[src/rtl/seq_codes_gray_counter.sv]
// Up/down counter with registered binary count and matching Gray code, loadable in either format.
// Define GRAY_COUNTER_SAT_EN for saturating counting with a sticky-per-cycle saturation flag on wrap.
module seq_codes_gray_counter #(
  parameter int nbits = 4
) (
  input  logic             clk,
  input  logic             reset,
  input  logic             en,
  input  logic             dn,
  input  logic             ld,
  input  logic             ld_gray,
  input  logic [nbits-1:0] ld_val,
  output logic [nbits-1:0] bin,
  output logic [nbits-1:0] gray,
  output logic             wrap
);

  localparam logic [nbits-1:0] one = nbits'(1);

  function automatic logic [nbits-1:0] bin_to_gray(input logic [nbits-1:0] b);
    return b ^ (b >> 1);
  endfunction

  function automatic logic [nbits-1:0] gray_to_bin(input logic [nbits-1:0] g);
    logic [nbits-1:0] b;
    b[nbits-1] = g[nbits-1];
    for (int i = nbits - 2; i >= 0; i--) begin
      b[i] = b[i+1] ^ g[i];
    end
    return b;
  endfunction

  logic [nbits-1:0] next_bin;
  logic             next_wrap;
  logic             at_bound;

  // Next-state: load beats count beats hold
  always_comb begin
    next_bin  = bin;
    next_wrap = 1'b0;
    at_bound  = dn ? (bin == '0) : (bin == '1);
    if (ld) begin
      next_bin = ld_gray ? gray_to_bin(ld_val) : ld_val;
    end else if (en) begin
`ifdef GRAY_COUNTER_SAT_EN
      if (at_bound) begin
        next_wrap = 1'b1;
      end else begin
        next_bin = dn ? (bin - one) : (bin + one);
      end
`else
      next_bin  = dn ? (bin - one) : (bin + one);
      next_wrap = at_bound;
`endif
    end
  end

  // Gray is derived from the same next value, so bin and gray never skew
  always_ff @(posedge clk) begin
    if (reset) begin
      bin  <= '0;
      gray <= '0;
      wrap <= 1'b0;
    end else begin
      bin  <= next_bin;
      gray <= bin_to_gray(next_bin);
      wrap <= next_wrap;
    end
  end

endmodule

[config.mk]
export PLATFORM = sky130hd
export DESIGN_NAME = seq_codes_gray_counter
export DESIGN_NICKNAME = d
export VERILOG_FILES = /design/src/rtl/seq_codes_gray_counter.sv
export SDC_FILE = /design/constraint.sdc
export NUM_CORES = 1
export LEC_CHECK = 0
export ABC_AREA = 0
export CORE_AREA = 2 2 39 41
export CTS_BUF_LIST = sky130_fd_sc_hd__clkbuf_4 sky130_fd_sc_hd__clkbuf_8
export CTS_CLUSTER_SIZE = 8
export DETAILED_ROUTE_END_ITERATION = 8
export DIE_AREA = 0 0 41 43
export PLACE_DENSITY_LB_ADDON = 0.1
export SLEW_MARGIN = 20
export SYNTH_ARGS = -nofsm -noshare
export SYNTH_HDL_FRONTEND = slang
export SYNTH_SLANG_ARGS = --single-unit
[constraint.sdc]
create_clock -name clk -period 2.1 [get_ports clk]
set_input_delay 0.21 -clock clk [delete_from_list [all_inputs] [get_ports clk]]
set_output_delay 0.21 -clock clk [all_outputs]
set_load 0.02 [all_outputs]
==> impl_metrics.py, run 1 <==
metrics = {
    "global_routing": {
        "grt_max_degree": 12,
        "grt-ovfl-total": 0,
        "antenna_found_initial": 0,
        "grtUsageTotal_pct": 15.7,
        "grt_pass1_vias": 462,
        "grt_pass1_wl_um": 1930,
    },
    "clock_tree": {
        "cts_buffer_depth": 2,
        "clock-sinks": 8,
        "clk_latency_ns": 0.25,
        "clk_pin_slew_ns": 0.05,
        "cts_tree": "yes",
        "htreeDepth": 1,
        "post_cts_buffers": 0,
        "cts_hold_buf": 0,
        "ctsResizeCount": 0,
        "numCtsBuffers": 3,
        "ctsRootBufferMaster": "clkbuf_4",
    },
    "setup_path": {
        "reg2reg_depth": 5,
        "worstPathCellList": "clkdlybuf4s50_1 -> ha_1 -> a21oi_1 -> a22oi_1 -> nor3_1 -> buf_4 -> xor2_1 -> nor2_1",
        "reg2reg_from": "bin[0]",
        "r2r_setup_slack_ns": 0.32,
        "slowest_delay_ns": 0.52,
        "worstSetupStartpointType": "input pin",
        "endpoint_kind": "flip-flop",
        "arrival_ns": 1.97,
        "crit_required_ns": 2.23,
        "crit_type": "input pin to flip-flop",
        "critical_path_buf_inv_count": 2,
        "path_delay_family": "buffers and inverters",
        "slowest_stage": "clkdlybuf4s50_1",
        "crit_fanout": 5,
        "reg2reg_to": "gray[0]",
    },
    "timing": {
        "slew_violations": 0,
        "clock_skew_ns": 0.00361,
        "final_hold_viol_count": 0,
        "min_period_ns": 1.84,
        "relSlewSlack_pct": 73.6,
        "tightest_slew_ns": 0.394,
        "max_freq_mhz": 545,
        "setup_slack_ns": 0.264,
        "setup_violations": 0,
        "hold_ws_ns": 0.688,
        "timing.final.crit_share_pct": 87.4,
        "rsz0062_at_grt": "false",
    },
    "placement": {
        "place_congestion": 0.674,
        "post-place-ws_ns": -0.0104,
        "port_buffers": 18,
        "dpl.hpwl_um": 969,
    },
    "logic_synthesis": {
        "synth.avg_cell_area_um2": 8.98,
        "synth_edf_count": 0,
        "ys.flop_type": "dfxtp_1",
        "ys.warnings.count": 0,
        "synthCells": 61,
        "synth_area_um2": 548,
        "syn_nets": 74,
        "yosysSeqAreaShare_pct": 29.2,
        "ys_seq_elements": 8,
        "ys_types": 33,
        "async_flop_share_pct": 0,
    },
    "routing": {
        "routedWlPerCell_um": 11.5,
        "antenna_left": 0,
        "drc": 0,
        "via_per_inst": 5.25,
        "routed_wl_um": 1190,
        "drt_iter0_drc": 7,
        "firstDrtPassIters": 4,
        "via_count": 541,
    },
    "cells_and_area": {
        "layout-drive-gt1-share_pct": 13.8,
        "utilization_pct": 59.0,
        "fin_nets": 102,
        "antenna_cells": 0,
        "syn_to_final_growth_pct": 48.9,
    },
    "worst_hold_path": {
        "min-delay-start": "bin[2]",
        "worstHoldEndpoint": "wrap",
        "hold_path.class": "flip-flop to flip-flop",
        "hold_depth": 4,
    },
    "outcome": {
        "status": "finished, final reports clean",
    },
    "floorplanning": {
        "start_util_pct": 39.6,
        "die-area_mm2": 0.00176,
        "core_area_mm2": 0.00138,
        "rows": 14,
        "chipHeight_um": 43,
        "die_w_um": 41,
        "pin_count": 19,
    },
    "run": {
        "drv_cap": 0,
    },
    "power_and_ir_drop": {
        "p_leak_uw": 0.000334,
        "pwr_density_cell_mw_per_mm2": 609,
        "peakVddDrop_uv": 449,
    },
}
[cell usage after synthesis, types with 2 or more instances]
cell | n | share of area, %
nor4_1 | 2 | 2.3
nor2_1 | 8 | 5.5
xnor2_1 | 4 | 6.4
dfxtp_1 | 8 | 29
nor2b_1 | 3 | 3.4
a21o_1 | 2 | 2.7
a21oi_1 | 3 | 2.7
ha_1 | 2 | 4.6
clkbuf_1 | 2 | 1.4
a211oi_1 | 2 | 2.7
xor2_1 | 3 | 4.8
[metrics by stage]
stage / area, um2 / TNS [ns] / cells / total power (uW)
CTS: 816 / 0 / 103 / 503
finish: 816 / 0 / 103 / 497
global route: 816 / 0 / 103 / 532
floorplan: 548 / 0 / 61 / 298
detailed placement: 793 / -0.0104 / 100 / 389
global placement: 793 / -0.0266 / 100 / 385
[state kept, by name, indices dropped and copies added (netlist names)]
signal  count
gray        3
bin         4
wrap        1
[cells in the final DEF (no fill, tap or decap), types with 2 or more instances in the layout]
cell type	synthesis	final
a21oi_1	3	3
ha_1	2	2
xor2_1	3	3
xnor2_1	4	4
nor2b_1	3	3
nor4_1	2	2
a211oi_1	2	2
nor2_1	8	8
clkbuf_4	0	3
dfxtp_1	8	8
a21o_1	2	2
buf_4	1	8
clkdlybuf4s50_1	0	18
[area by class of cell]
class                           instances  area (um2)
Inverter                                1        3.75
Fill cell                             142         568
Multi-Input combinational cell         49         369
Timing Repair Buffer                   26         240
Sequential cell                         8         160
Clock buffer                            3        22.5
Tap cell                               16        20.0
[worst max path at each step]
| stage | start | to | cells after the start |
|---|---|---|---|
| 2_1_floorplan | bin[0] | gray[0] | 5 |
| 5_1_grt | dn | gray[2] | 8 |
| 6_report | dn | gray[2] | 8 |
| 4_1_cts | dn | gray[2] | 8 |
| 3_5_place_dp | dn | gray[2] | 8 |
| 3_3_place_gp | dn | gray[2] | 8 |
[where the power goes]
part	total [uW]	switching, uW	internal [uW]
combinational	199	90.4	109
sequential	184	14.3	170
clock	114	48.5	65.1
[layer usage]
layer / vias up / share of wire [%] / track usage (%) / routed length [um]
li1: 278 / - / - / -
met3: 0 / 5.6 / 6.28 / 67
met2: 15 / 48 / 22.5 / 569
met4: 0 / 0 / 2.00 / 0
met1: 248 / 46 / 22.5 / 549
met5: - / 0 / 0 / 0
[worst reg2reg max path, delay by kind of cell (launching register included)]
kind	cells	cell delay, ns
compound gates	1	0.37
simple gates	2	0.17
fa+ha+maj	1	0.47
xor+xnor	1	0.17
flops	1	0.48
[cell families (layout without fill, tap and decap cells)]
kind of cell               Yosys count  count (layout)  synth area share, %
xor gates and xnor gates             8               8                 15.3
adders and majority gates            3               3                 8.22
and+or+nand+nor                     26              26                 29.0
DFF                                  8               8                 29.2
buffers and inverters                4              30                 3.43
AOI/OAI and AO/OA                   12              12                 14.8
(Power assumes the default switching activity.)
==> run 2: changes to the inputs <==
==> constraint.sdc (replaced) <==
create_clock -name clk -period 2.2 [get_ports clk]
set_input_delay 0.22 -clock clk [delete_from_list [all_inputs] [get_ports clk]]
set_output_delay 0.22 -clock clk [all_outputs]
set_load 0.02 [all_outputs]
==> run 2 against run 1 <==
Clock-buffer cell count unchanged. Global-route usage shrank 0.49 points. Wire length shrank 5.6%. Register-to-register slack better by 0.13 ns. Sequential cell count unchanged. Via count shrank 5.5%.
==> impl_metrics.py, run 2 (same netlist as run 1, synthesis figures left out) <==
metrics = {
    "outcome": {
        "status": "finished, final reports clean",
    },
    "floorplanning": {
        "pin_count": 19,
        "rows": 14,
        "core_area_mm2": 0.00138,
        "die-area_mm2": 0.00176,
        "die_w_um": 41,
        "start_util_pct": 39.6,
        "chipHeight_um": 43,
    },
    "cells_and_area": {
        "largest-register": "bin",
        "fill_cells": 146,
        "antenna_cells": 0,
        "largest_register_ffs": 4,
        "fin_nets": 96,
        "multi_input_area_um2": 369,
        "layout-drive-gt1-share_pct": 7.41,
        "reg_top3": "bin (4), gray (3), wrap (1)",
        "syn_to_final_growth_pct": 40.6,
        "final-seq-area_um2": 160,
        "layout_common_cells": "clkdlybuf4s50_1 (18), nor2_1 (8), dfxtp_1 (8)",
        "utilization_pct": 55.7,
        "final_common_cell": "clkdlybuf4s50_1",
    },
    "clock_tree": {
        "post_cts_buffers": 0,
        "cts_tree": "yes",
        "ctsRootBufferMaster": "clkbuf_4",
        "clock-sinks": 8,
        "cts_buffer_depth": 2,
        "clk_latency_ns": 0.25,
        "ctsResizeCount": 0,
        "numCtsBuffers": 3,
        "htreeDepth": 1,
        "cts_hold_buf": 0,
        "clk_pin_slew_ns": 0.05,
    },
    "global_routing": {
        "grt_pass1_vias": 437,
        "grt_max_degree": 10,
        "grtUsageTotal_pct": 15.3,
        "grt-ovfl-total": 0,
        "grt_pass1_wl_um": 1790,
        "antenna_found_initial": 0,
    },
    "timing": {
        "hold_ws_ns": 0.684,
        "timing.final.crit_share_pct": 84.5,
        "final_hold_viol_count": 0,
        "setup_slack_ns": 0.341,
        "slew_violations": 0,
        "min_period_ns": 1.86,
        "relSlewSlack_pct": 75.8,
        "clock_skew_ns": 0.000556,
        "rsz0062_at_grt": "false",
        "setup_violations": 0,
        "max_freq_mhz": 538,
        "setup-tns-final_ns": 0,
        "tightest_slew_ns": 0.360,
    },
    "setup_path": {
        "cp-endpoint": "gray[2]",
        "path_delay_family": "buffers and inverters",
        "cp.depth": 7,
        "critical_path_buf_inv_count": 1,
        "slowest_delay_ns": 0.54,
        "crit_fanout": 6,
        "crit_required_ns": 2.34,
        "crit_type": "input pin to flip-flop",
        "r2r_setup_slack_ns": 0.45,
        "worstSetupStartpointType": "input pin",
        "endpoint_kind": "flip-flop",
        "arrival_ns": 2.00,
        "startpoint": "dn",
        "reg2reg_depth": 5,
        "reg2reg_to": "gray[0]",
        "reg2reg_from": "bin[0]",
        "worstPathCellList": "clkdlybuf4s50_1 -> fa_1 -> xnor2_1 -> a211oi_1 -> a21o_1 -> xor2_1 -> nor2_1",
        "slowest_stage": "clkdlybuf4s50_1",
    },
    "power_and_ir_drop": {
        "pwr_density_cell_mw_per_mm2": 603,
        "peakVddDrop_uv": 382,
        "p_leak_uw": 0.000305,
    },
    "routing": {
        "drc": 0,
        "firstDrtPassIters": 3,
        "antenna_left": 0,
        "via_count": 511,
        "routedWlPerCell_um": 11.5,
        "routed_wl_um": 1120,
        "drt_iter0_drc": 4,
        "via_per_inst": 5.27,
    },
    "placement": {
        "post-place-ws_ns": 0.0698,
        "dpl.hpwl_um": 874,
        "place_congestion": 0.734,
        "port_buffers": 18,
    },
    "worst_hold_path": {
        "hold_path.class": "input pin to flip-flop",
    },
    "run": {
        "drv_cap": 0,
    },
}
==> run 2: metal layers <==
metal  vias to the layer above  part of all wire (%)  GRT usage, %
met4                         0                     0          4.00
met1                       231                    45          18.4
met2                        16                    50          23.1
met3                         0                   5.0          7.85
li1                        264                     -             -
met5                         -                     0             0
==> run 2: worst reg2reg max path, cell delays in order (launching register included) <==
cell      delay (ns)
dfxtp_1         0.47
fa_1            0.47
a211oi_1        0.35
nor3_2          0.12
xnor2_1         0.17
nor2_1          0.05
==> run 2: cell type report <==
type,instances,share of cell area (%)
Multi-Input combinational cell,49,47.9
Timing Repair Buffer,20,25.3
Sequential cell,8,20.8
Clock buffer,3,2.92
Tap cell,16,2.60
Inverter,1,0.487
==> run 2: how the worst min path moves through the flow <==
stage / to / cells after the start / startpoint / slack (ns)
after floorplan: bin[0] / 1 / reset / 0.29
after global placement: wrap / 4 / bin[2] / 0.74
after detailed placement: wrap / 4 / bin[2] / 0.70
after CTS: gray[2] / 2 / reset / 0.68
after global routing: bin[2] / 2 / reset / 0.70
final: gray[0] / 2 / reset / 0.68
==> run 2: power breakdown <==
| group | internal [uW] | total (uW) | switching, uW |
|---|---|---|---|
| clock network | 62.3 | 110 | 48.0 |
| registers | 162 | 178 | 15.9 |
| logic | 94.7 | 176 | 81.5 |
==> run 2: per-stage QoR <==
step	instances	total power, uW	area, um2
finish	97	465	771
global route	97	496	771
CTS	97	473	771
detailed placement	94	358	748
global placement	94	359	748
floorplan	61	285	548
